<file path="src/rtl/buzzer_pkg.sv">
// Shared constants for the event buzzer: note half-periods at 50 MHz and the
// sequencer state encoding.
package buzzer_pkg;

    localparam int DO4      = 95_556;
    localparam int RE4      = 85_131;
    localparam int MI4      = 75_843;
    localparam int FA4      = 71_586;
    localparam int SOL4     = 63_776;
    localparam int LA4      = 56_818;
    localparam int SI4      = 50_620;
    localparam int DO5      = 47_778;
    localparam int SILENCIO = 0;

    // The lowest note has the longest half-period and sets the divider width.
    localparam int HP_MAX = DO4;

    typedef enum logic [1:0] {
        IDLE,
        NOTA,
        GAP
    } estado_t;

endpackage

</file>
<file path="src/rtl/buzzer_nota_rom.sv">
// Constant melody table: half-period of note idx within melody evt.
// An entry of 0 is a rest; unused entries read as 0.
module buzzer_nota_rom
    import buzzer_pkg::*;
#(
    parameter int DIV_W = 20
) (
    input  logic [2:0]       evt,
    input  logic [2:0]       idx,
    output logic [DIV_W-1:0] hp
);

    always_comb begin
        hp = '0;
        case ({evt, idx})
            6'o00: hp = DIV_W'(DO4);
            6'o01: hp = DIV_W'(MI4);
            6'o02: hp = DIV_W'(SOL4);
            6'o03: hp = DIV_W'(DO5);
            6'o10: hp = DIV_W'(SOL4);
            6'o11: hp = DIV_W'(SOL4);
            6'o12: hp = DIV_W'(MI4);
            6'o13: hp = DIV_W'(SILENCIO);
            6'o20: hp = DIV_W'(DO4);
            6'o21: hp = DIV_W'(RE4);
            6'o22: hp = DIV_W'(MI4);
            6'o23: hp = DIV_W'(FA4);
            6'o30: hp = DIV_W'(LA4);
            6'o31: hp = DIV_W'(SILENCIO);
            6'o32: hp = DIV_W'(LA4);
            6'o33: hp = DIV_W'(SILENCIO);
            default: hp = '0;
        endcase
    end

endmodule

</file>
<file path="src/rtl/buzzer_secuenciador.sv">
// Event-driven melody sequencer for the piezo buzzer: queues event requests by
// priority and plays each melody as a series of note/gap periods.
module buzzer_secuenciador
    import buzzer_pkg::*;
#(
    parameter int N_EVT       = 4,
    parameter int N_NOTAS     = 4,
    parameter int NOTA_CICLOS = 7_500_000,
    parameter int GAP_CICLOS  = 1_000_000,
    parameter int DIV_W       = 20,
    parameter int HP_SHIFT    = 0
) (
    input  logic             clk,
    input  logic             rst,
    input  logic [N_EVT-1:0] evt_req,
    input  logic             mute,
    output logic             buzzer,
    output logic             busy,
    output logic [2:0]       evt_actual
);

    localparam int DUR_MAX = (NOTA_CICLOS > GAP_CICLOS) ? NOTA_CICLOS : GAP_CICLOS;
    localparam int DUR_W   = (DUR_MAX > 1) ? $clog2(DUR_MAX) : 1;

    if ((longint'(HP_MAX) >> DIV_W) != 0) begin : g_chk_div_w
        $error("DIV_W too narrow for the longest half-period");
    end
    if (N_EVT < 1 || N_EVT > 8) begin : g_chk_n_evt
        $error("N_EVT must be 1..8");
    end
    if (N_NOTAS < 1 || N_NOTAS > 8) begin : g_chk_n_notas
        $error("N_NOTAS must be 1..8");
    end

    estado_t          state, state_d;
    logic [N_EVT-1:0] pending, pending_d;
    logic [N_EVT-1:0] self_mask, cand;
    logic [2:0]       evt_q, evt_d, idx_q, idx_d, pick;
    logic [DUR_W-1:0] dur_q, dur_d;
    logic [DIV_W-1:0] hp_rom, hp, tone_cnt, tone_cnt_d;
    logic             tone_q, tone_d, buzzer_q, start, nota_fin, gap_fin;

    buzzer_nota_rom #(.DIV_W(DIV_W)) u_rom (
        .evt (evt_q),
        .idx (idx_q),
        .hp  (hp_rom)
    );

    assign hp         = hp_rom >> HP_SHIFT;
    assign nota_fin   = (dur_q == DUR_W'(NOTA_CICLOS - 1));
    assign gap_fin    = (dur_q == DUR_W'(GAP_CICLOS - 1));
    assign busy       = (state != IDLE);
    assign evt_actual = evt_q;
    assign buzzer     = buzzer_q;

    // The melody being played cannot re-request itself; the lowest index wins.
    always_comb begin
        self_mask = '0;
        pick      = '0;
        for (int i = 0; i < N_EVT; i++) begin
            if (busy && evt_q == 3'(i)) self_mask[i] = 1'b1;
        end
        cand = pending | (evt_req & ~self_mask);
        for (int i = N_EVT - 1; i >= 0; i--) begin
            if (cand[i]) pick = 3'(i);
        end
    end

    always_comb begin
        state_d   = state;
        pending_d = cand;
        evt_d     = evt_q;
        idx_d     = idx_q;
        dur_d     = dur_q + 1'b1;
        start     = 1'b0;
        case (state)
            IDLE: begin
                dur_d = '0;
                start = (cand != '0);
            end
            NOTA: begin
                if (nota_fin) begin
                    state_d = GAP;
                    dur_d   = '0;
                end
            end
            GAP: begin
                if (gap_fin) begin
                    dur_d = '0;
                    if (idx_q == 3'(N_NOTAS - 1)) begin
                        state_d = IDLE;
                        start   = (cand != '0);
                    end else begin
                        state_d = NOTA;
                        idx_d   = idx_q + 1'b1;
                    end
                end
            end
            default: state_d = IDLE;
        endcase
        // A queued melody starts on the same edge the previous one finishes.
        if (start) begin
            state_d = NOTA;
            evt_d   = pick;
            idx_d   = '0;
            for (int i = 0; i < N_EVT; i++) begin
                if (pick == 3'(i)) pending_d[i] = 1'b0;
            end
        end
    end

    // Tone divider only runs while staying inside the same note; any other
    // transition clears it so each note starts low.
    always_comb begin
        tone_cnt_d = '0;
        tone_d     = 1'b0;
        if (state == NOTA && !nota_fin) begin
            tone_cnt_d = tone_cnt;
            tone_d     = tone_q;
            if (hp != '0) begin
                if (tone_cnt == hp - 1'b1) begin
                    tone_cnt_d = '0;
                    tone_d     = ~tone_q;
                end else begin
                    tone_cnt_d = tone_cnt + 1'b1;
                end
            end
        end
    end

    always_ff @(posedge clk) begin
        if (rst) begin
            state    <= IDLE;
            pending  <= '0;
            evt_q    <= '0;
            idx_q    <= '0;
            dur_q    <= '0;
            tone_cnt <= '0;
            tone_q   <= 1'b0;
            buzzer_q <= 1'b0;
        end else begin
            state    <= state_d;
            pending  <= pending_d;
            evt_q    <= evt_d;
            idx_q    <= idx_d;
            dur_q    <= dur_d;
            tone_cnt <= tone_cnt_d;
            tone_q   <= tone_d;
            buzzer_q <= tone_d & ~mute;
        end
    end

endmodule

</file>
<file path="config.mk">
export PLATFORM = sky130hd
export DESIGN_NAME = buzzer_secuenciador
export DESIGN_NICKNAME = d
export VERILOG_FILES = /design/src/rtl/buzzer_pkg.sv /design/src/rtl/buzzer_nota_rom.sv /design/src/rtl/buzzer_secuenciador.sv
export SDC_FILE = /design/constraint.sdc
export NUM_CORES = 1
export LEC_CHECK = 0
export BUFFER_PORTS_ARGS = -buffer_cell sky130_fd_sc_hd__buf_4
export CAP_MARGIN = 20
export CORE_MARGIN = 10
export CORE_UTILIZATION = 40
export DETAILED_ROUTE_END_ITERATION = 10
export GPL_ROUTABILITY_DRIVEN = 0
export HOLD_SLACK_MARGIN = 0.05
export SYNTH_ARGS = -nofsm -noshare
export SYNTH_HDL_FRONTEND = slang
export SYNTH_HIERARCHICAL = 1
export SYNTH_SLANG_ARGS = --single-unit
</file>
<file path="constraint.sdc">
create_clock -name clk -period 7.7 [get_ports clk]
set_input_delay 0.385 -clock clk [delete_from_list [all_inputs] [get_ports clk]]
set_output_delay 0.385 -clock clk [all_outputs]
set_load 0.005 [all_outputs]
</file>
==> results of run 1 <==
## cell usage in the layout (no fill, tap or decap), types with 3 or more instances in the layout
master    synthesis  routed
a211o_1           3       3
a211oi_1          6       6
a21oi_1          19      19
a41oi_1           3       3
and2_1            4       4
and3_1           10      10
and4_1            4       4
buf_4             5      13
clkbuf_8          0       5
conb_1            2       6
dfxtp_1          56      56
ha_1             17      17
inv_1            22      22
mux2i_1           6       6
nand2_1          28      28
nand2b_1          9       9
nand3_1          18      18
nand3b_1          3       3
nand4_1          12      12
nor2_1           57      57
nor2b_1           3       3
nor3_1           32      32
nor3b_1           8       8
nor4_1            6       6
o21a_1            3       3
o21ai_0          11      11
or3_1            11      11
or4_1             5       5
xnor2_1          29      29
xor2_1           33      33
## sequential cells by signal, summed over array words and instances (netlist names)
signal	flops
idx_q	3
evt_actual	2
state	2
tone_q	1
dur_q	23
buzzer	1
tone_cnt	20
pending	4
## critical path, stage by stage (launching register included)
cell	delay, ns
dfxtp_1	0.58
inv_1	0.24
ha_1	0.27
a21oi_1	0.14
nor3_1	0.07
a311oi_1	0.49
inv_1	0.10
ha_1	0.25
nor4b_2	0.22
and4_1	0.32
or3_1	0.35
a41oi_1	0.20
a41oi_1	0.11
nor4b_2	0.39
buf_4	0.31
nor3_1	0.08
## metal layers
layer / up-vias / global-route usage (%) / part of all wire (%)
met4: 0 / 3.51 / 1.1
met5: - / 0 / 0
met3: 7 / 1.98 / 2.9
met2: 40 / 19.3 / 44
met1: 1558 / 16.6 / 52
li1: 1700 / - / -
## kinds of logic after synthesis
| kind of cell | synth area share (%) |
|---|---|
| flip-flops | 28.6 |
| AO/OA/AOI/OAI | 11.8 |
| adder cells (fa/ha/maj) | 5.43 |
| multiplexers | 2.11 |
| other | 0.192 |
| AND/OR/NAND/NOR | 32.9 |
| buffers and inverters | 5.05 |
| XOR/XNOR | 13.9 |
## cell type report
type / count / area (sq um)
clock buffers: 6 / 72.6
clock inverters: 2 / 13.8
fillers: 1001 / 5470
inverters: 22 / 82.6
multi-input cells: 387 / 2620
flip-flops and latches: 56 / 1120
well taps: 133 / 166
repair buffers: 13 / 97.6
## how the worst min path moves through the flow
stage               slack [ns]  startpoint  cells after the start       end
floorplan                 0.44    dur_q[0]                      1  dur_q[0]
global placement          0.46    dur_q[0]                      1  dur_q[0]
detailed placement        0.50    dur_q[0]                      1  dur_q[0]
CTS                       0.22        mute                      2    buzzer
global route              0.23        mute                      2    buzzer
finish                    0.23        mute                      2    buzzer
## power groups by stage
stage          combinational [mW]  clock [mW]  sequential, mW
2_1_floorplan               0.102           0           0.308
3_3_place_gp                0.117           0           0.316
3_5_place_dp                0.120           0           0.316
4_1_cts                     0.121       0.172           0.310
5_1_grt                     0.137       0.181           0.312
6_report                    0.121       0.166           0.309
## through the flow
step / worst slack [ns] / hold WS (ns) / area, sq um / util (%)
2_1_floorplan: 4.01 / 0.438 / 3930 / -
3_3_place_gp: 3.68 / 0.459 / 4080 / 42.4
3_5_place_dp: 3.52 / 0.496 / 4080 / 42.4
4_1_cts: 3.46 / 0.220 / 4170 / 43.3
5_1_grt: 3.06 / 0.227 / 4170 / 43.3
6_report: 3.46 / 0.231 / 4170 / 43.3
==> run summary, run 1 <==
Status: finished, final reports clean
Hold_buf cts: 0
Clk_lat worst skew: 0.32 ns
Layout cells sized above 1: 7.82%
Die Area: 14,100 sq um
CTS Sinks: 56
CP arrival: 4.44 ns
Vias: 3,305
Max-slew headroom: 39.0%
Switching share of power: 31.3%
Post-Synthesis Cells: 483
Post-CTS Setup Bufs: 0
Synth cell types: 65
Period minus WS final: 4.24 ns
GRT overflow: 0
Measured slew at the worst slew-check pin: 0.908 ns
Hold crit path type: in2reg
Sw power: 187 uW
Worst Clk Skew: 0.0131 ns
Internal power: 410 uW
Max cap viols: 0
Comb pwr share: 20.3%
Nets: 509
Pwr Density: 143 nW/um^2
Fmax: 0.236 GHz
CTS tree: done
Number of gates resized after cts: 0
Layout area overhead: 6.55%
Crit. End Element: flip-flop
Root buf cell: clkbuf_8
Input/output buffers: 10
Final HPWL DP: 6.36 mm
Reg2reg end: tone_cnt[17]
DRC: 0
Number of detailed-route iterations in the first pass: 5
Crit path max fanout: 20
Initial Util: 40.6%
Num rows: 36
Final Setup Violations: 0
Wire per inst: 13.8 um
Clock share of power: 27.8%
Core Area: 9640 sq um
First-pass GRT wire length: 14.8 mm
Fin. Hold Viols: 0
Total Routing Usage GR: 12.2%
Mapped Area: 3910 sq um
Reg-to-reg setup timing slack: 3.46 ns
ANT nets after route: 0
Fin cells: 619
Number of flops mapped to enable cells by yosys: 0
Via density: 5.34
RSZ-0062 raised after global routing: no
Die height: 119 um
Largest area contributor in the netlist: dfxtp_1
Io pins: 12
R2R Path Start: idx_q[0]
Crit path from: idx_q[0]
Avg Cell Area, Syn: 8.10 sq um
Startpoint Class: flip-flop
Flops & latches, synth: 56
Sequential element share of the synthesized area: 28.6%
Total power: 596 uW
Placed cells: 611
VDD IR max: 0.0700 mV
Main flop type after synthesis: dfxtp_1
Largest net degree at the start of global routing: 30
Sequential share of power: 51.9%
Synth warn: 6
CTS Buf Count: 5
Final period utilization: 55.1%
Most numerous cell in the Yosys netlist: nor2_1
Initial antenna violation count: 0
Largest cells by area after synthesis: dfxtp_1 29%, xor2_1 7.4%, xnor2_1 6.5%
Chip Width: 119 um
Top-area cell type share of the netlist area: 28.6%
Antenna cell count: 0
Htree depth: 2
Clock-pin slew on the worst setup and hold paths: 0.11 ns
Asr flop ratio synth: 0%
Vias in the first global route: 3,136
Leakage: 1.44 nW
Crit path to: tone_cnt[17]
Req. time, crit path: 7.90 ns
Initial DRC Count: 234
Total negative setup slack: 0 ns
Slew Limit Fails: 0
Maximum clock path buffer count: 2
DRT Wirelength: 8.52 mm
Synth top cells by count: 57 x nor2_1, 56 x dfxtp_1, 33 x xor2_1
R2R depth: 15
Setup CP Type: reg2reg
Note: power is estimated with default switching activity, not from simulation.
==> inputs of run 2 (changes only) <==
Clock period 7.7 ns to 3.94 ns, I/O delays scaled along.
==> run summary, run 2 (same netlist as run 1, synthesis figures left out) <==
Status: finished, final reports clean
Pwr Density: 275 nW/um^2
Most frequent cells in the layout: 57 x nor2_1, 55 x dfxtp_1, 33 x xor2_1, 32 x nor3_1, 29 x xnor2_1
Chip Width: 119 um
Most common cell after layout, fill and taps aside: nor2_1
Slew Limit Fails: 0
DRC: 0
Clk_lat worst skew: 0.32 ns
Met2 wire length: 3.78 mm
Number of flip-flops in the largest register: 23
Max cap viols: 0
Layout area overhead: 9.33%
CTS Buf Count: 5
Num rows: 36
Setup CP Type: reg2reg
First-pass GRT wire length: 15.1 mm
Largest regs: dur_q x23, tone_cnt x20, pending x4
Final HPWL DP: 6.50 mm
Fin. Hold Viols: 0
Hold path startpoint: rst
Met3 Wirelength: 327 um
Antenna cell count: 0
CTS tree: done
Die Area: 14,100 sq um
Nets: 521
Final setup margin: 0.251 ns
Clock-pin slew on the worst setup and hold paths: 0.11 ns
Fillers: 983
Crit path max fanout: 10
DRT Wirelength: 8.55 mm
Max-slew headroom: 25.7%
Via density: 5.26
M1 wire length: 4.28 mm
Wire per inst: 13.6 um
Top Metal Used: met4
Input/output buffers: 10
R2R depth: 11
Crit. End Element: flip-flop
Largest net degree at the start of global routing: 24
Vias: 3,319
Reg-to-reg setup timing slack: 0.25 ns
Fmax: 0.271 GHz
GRT overflow: 0
Register name with the most flops: dur_q
Maximum clock path buffer count: 2
Final Setup Violations: 0
Worst slack, placed: 0.133 ns
Min-Delay Endpoint: evt_actual[1]
CP arrival: 3.93 ns
ANT nets after route: 0
Core Area: 9640 sq um
Hold crit path type: in2reg
Req. time, crit path: 4.18 ns
Number of detailed-route iterations in the first pass: 5
VDD IR max: 0.121 mV
Post-CTS Setup Bufs: 0
R2R Path Start: idx_q[0]
CTS Sinks: 56
Io pins: 12
Vias in the first global route: 3,178
Layout cells sized above 1: 10.2%
Total negative setup slack: 0 ns
Leakage: 1.51 nW
Measured slew at the worst slew-check pin: 1.11 ns
Period minus WS final: 3.69 ns
Die height: 119 um
Htree depth: 2
Total Routing Usage GR: 12.4%
Initial DRC Count: 239
Initial Util: 40.6%
RSZ-0062 raised after global routing: no
Startpoint Class: flip-flop
Hold depth: 2
Initial antenna violation count: 0
Final period utilization: 93.6%
Worst Clk Skew: 0.00871 ns
Root buf cell: clkbuf_8
Reg2reg end: buzzer
[run 2: worst max-delay path, stage by stage (launching register included)]
cell,delay [ns]
dfxtp_1,0.34
buf_4,0.17
ha_1,0.20
nand2_1,0.06
nor3_1,0.85
or2_2,0.31
nor4_2,0.07
or3_1,0.41
a2111oi_4,0.35
nand4_1,0.19
or4_4,0.45
a211oi_2,0.21
[run 2: worst max-delay path by stage]
stage                        from            to  slack, ns
global placement    evt_actual[1]  tone_cnt[12]       0.28
detailed placement  evt_actual[1]        buzzer       0.13
global route             idx_q[0]        buzzer     0.0004
CTS                 evt_actual[1]        buzzer       0.06
finish                   idx_q[0]        buzzer       0.25
floorplan                idx_q[0]        buzzer       0.25
[run 2: metal layers]
metal	track usage, %	up-vias
met2	19.0	58
met3	2.17	11
met5	0	-
li1	-	1723
met4	4.35	0
met1	17.0	1527
[run 2: power by group]
part	switching (mW)	internal, mW
clock	0.195	0.127
combinational	0.150	0.106
sequential	0.0186	0.578
[run 2: repair_timing]
item,CTS,global route
resized for setup,0,3
hold buffers,1,0
hold endpoints to repair,1,0
endpoints found under the setup margin,0,22
[run 2: area by class of cell]
type	instances	area, sq um	share of cell area [%]
multi-input combinational	387	2630	61.5
sequential	56	1120	26.2
timing repair buffer	25	190	4.44
tap	133	166	3.89
inverter	22	82.6	1.93
clock buffer	6	72.6	1.70
clock inverter	2	13.8	0.322
[run 2: stage by stage]
step / hold slack [ns] / instances / instance area (sq um) / power [mW] / util (%)
2_1_floorplan: 0.270 / 487 / 3930 / 0.801 / -
3_3_place_gp: 0.365 / 622 / 4170 / 0.859 / 43.2
3_5_place_dp: 0.364 / 622 / 4170 / 0.861 / 43.2
4_1_cts: 0.0835 / 631 / 4260 / 1.19 / 44.2
5_1_grt: 0.0915 / 631 / 4280 / 1.24 / 44.4
6_report: 0.0881 / 631 / 4280 / 1.18 / 44.4
==> inputs of run 3 (changes only) <==
Settings changed: ABC_AREA from default to 1.
==> run summary, run 3 <==
Status: finished, final reports clean
Final Setup Violations: 0
Max-slew headroom: 61.4%
Main flop type after synthesis: dfxtp_1
Initial Util: 40.9%
CP peak stage delay: 0.55 ns
Register name with the most flops: dur_q
Reg2reg end: tone_cnt[15]
Hold slack: 0.0859 ns
RSZ-0062 raised after global routing: no
ANT nets after route: 0
Number of detailed-route iterations in the first pass: 5
Total Routing Usage GR: 13.1%
CP arrival: 3.55 ns
Hold depth: 2
Maximum clock path buffer count: 2
Most Frequent Cell on Critical Path: nand2_4
VDD IR max: 0.267 mV
Crit path max fanout: 17
Vias in the first global route: 3,649
First-pass GRT wire length: 16.5 mm
Leakage: 1.93 nW
Period minus WS final: 3.35 ns
Fillers: 1,085
Htree depth: 2
Fin. Hold Viols: 0
Nets: 687
Delay-heaviest family, CP: simple AND/OR/NAND/NOR gates
Setup CP Type: reg2reg
Largest cells by area after synthesis: dfxtp_1 27%, nand2_1 13%, inv_1 8.1%
Antenna cell count: 0
Slew Limit Fails: 0
Startpoint Class: flip-flop
Reg-to-reg setup timing slack: 0.59 ns
Post-Synthesis Cells: 644
Layout area overhead: 7.86%
Number of flops mapped to enable cells by yosys: 0
Synth cell types: 44
Vias: 3,937
DRC: 0
CTS Sinks: 56
Clock-pin slew on the worst setup and hold paths: 0.10 ns
Asr flop ratio synth: 0%
Number of gates resized after cts: 0
Sequential element share of the synthesized area: 26.6%
Largest area contributor in the netlist: dfxtp_1
Sw power: 767 uW
Avg Cell Area, Syn: 6.55 sq um
Max cap viols: 0
Total negative setup slack: 0 ns
Most frequent cells in the layout: 147 x nand2_1, 91 x inv_1, 88 x nor2_1, 57 x nand3_1, 56 x dfxtp_1
Flops & latches, synth: 56
Final period utilization: 85.0%
Slowest cell on crit path: dfxtp_1
Mapped Area: 4220 sq um
Number of flip-flops in the largest register: 23
Initial antenna violation count: 0
Critical path cell sequence: inv_1 -> ha_1 -> o21ai_0 -> nand3_1 -> o21ai_0 -> inv_1 -> ha_1 -> nand2_1 -> nor2_4 -> nand2_4 -> nor2_4 -> nand2_4 -> nand2_1 -> nor2_1 -> nand3_1 -> nor2_2 -> nand3_4 -> nand2_4 -> nor3_1
Hold crit path type: in2reg
Measured slew at the worst slew-check pin: 0.577 ns
Synth top cells by count: 147 x nand2_1, 91 x inv_1, 88 x nor2_1
Num rows: 37
Most numerous cell in the Yosys netlist: nand2_1
Crit. End Element: flip-flop
Fin util: 44.1%
Clock share of power: 21.3%
Top-area cell type share of the netlist area: 26.6%
Final HPWL DP: 7.88 mm
Die height: 123 um
R2R depth: 19
Root buf cell: clkbuf_8
Io pins: 12
Hold path startpoint: rst
Switching share of power: 42.3%
R2R Path Start: idx_q[0]
Min-Delay Endpoint: pending[2]
Fmax: 0.299 GHz
CTS Buf Count: 5
Sequential share of power: 35.0%
Most common cell after layout, fill and taps aside: nand2_1
Via density: 4.92
Internal power: 1.05 mW
Pwr Density: 398 nW/um^2
Sequential cell area: 1120 sq um
Synth warn: 6
Wire per inst: 12.0 um
GRT overflow: 0
DRT Wirelength: 9.57 mm
Comb pwr share: 43.7%
Input/output buffers: 10
CTS tree: done
Buffers & Inverters on Critical Path: 2
Layout cells sized above 1: 11.6%
Largest regs: dur_q x23, tone_cnt x20, pending x4
Clk_lat worst skew: 0.32 ns
Largest net degree at the start of global routing: 18
Multi-input gate area: 2690 sq um
Worst Clk Skew: 0.0102 ns
Req. time, crit path: 4.14 ns
Die Area: 15,100 sq um
Initial DRC Count: 165
Core Area: 10,300 sq um
Chip Width: 123 um
[run 3: metrics by stage]
| step | instance area [sq um] | power, mW | instances | setup WS (ns) |
|---|---|---|---|---|
| 4_1_cts | 4550 | 1.83 | 800 | 0.643 |
| 2_1_floorplan | 4250 | 1.27 | 653 | 1.07 |
| 3_3_place_gp | 4430 | 1.43 | 791 | 0.830 |
| 5_1_grt | 4550 | 1.97 | 800 | 0.239 |
| 3_5_place_dp | 4430 | 1.43 | 791 | 0.655 |
| 6_report | 4550 | 1.81 | 800 | 0.592 |
[run 3: worst max path at each step]
| stage | from | end | cells past startpoint |
|---|---|---|---|
| after floorplan | idx_q[0] | tone_cnt[9] | 20 |
| final | idx_q[0] | tone_cnt[15] | 19 |
| after CTS | idx_q[0] | tone_cnt[15] | 19 |
| after global placement | idx_q[0] | tone_cnt[15] | 19 |
| after detailed placement | idx_q[0] | tone_cnt[15] | 19 |
| after global routing | idx_q[1] | tone_cnt[15] | 19 |
[run 3: cell families (layout without fill, tap and decap cells)]
group                    Yosys count  in the layout  synth area share [%]
buffers and inverters            105            116                  10.4
multiplexers                       1              1                 0.237
flip-flops                        56             56                  26.6
adder cells (fa/ha/maj)           17             17                  5.04
AND/OR/NAND/NOR                  385            385                  44.7
XOR/XNOR                          30             30                  6.55
other                              2             11                 0.178
AO/OA/AOI/OAI                     48             48                  6.29
[run 3: worst register-to-register path: cells and delay by family (launching register included)]
family,cells,cell delay (ns)
buffers and inverters,2,0.28
adder cells (fa/ha/maj),2,0.46
AND/OR/NAND/NOR,13,1.54
AO/OA/AOI/OAI,2,0.39
flip-flops,1,0.55
[run 3: final cells by class]
| class | instances | share of cell area, % |
|---|---|---|
| timing repair buffer | 13 | 2.20 |
| multi-input combinational | 492 | 59.2 |
| clock buffer | 6 | 1.59 |
| inverter | 95 | 7.83 |
| tap | 136 | 3.74 |
| clock inverter | 2 | 0.852 |
| sequential | 56 | 24.6 |
[run 3: power by group through the flow]
stage	combinational, mW	sequential [mW]	clock (mW)
2_1_floorplan	0.637	0.630	0
3_3_place_gp	0.778	0.650	0
3_5_place_dp	0.784	0.649	0
4_1_cts	0.789	0.636	0.401
5_1_grt	0.905	0.640	0.420
6_report	0.792	0.636	0.386
[run 3: what timing repair did]
action,4_1_cts,5_1_grt
hold endpoints to repair,1,0
hold buffers,1,0
setup buffers,0,0
[run 3: per-layer routing]
metal	up-vias	track usage (%)	part of all wire [%]
met4	0	3.17	1.0
met3	8	2.02	3.7
li1	2069	-	-
met1	1789	17.0	49
met5	-	0	0
met2	71	22.1	46
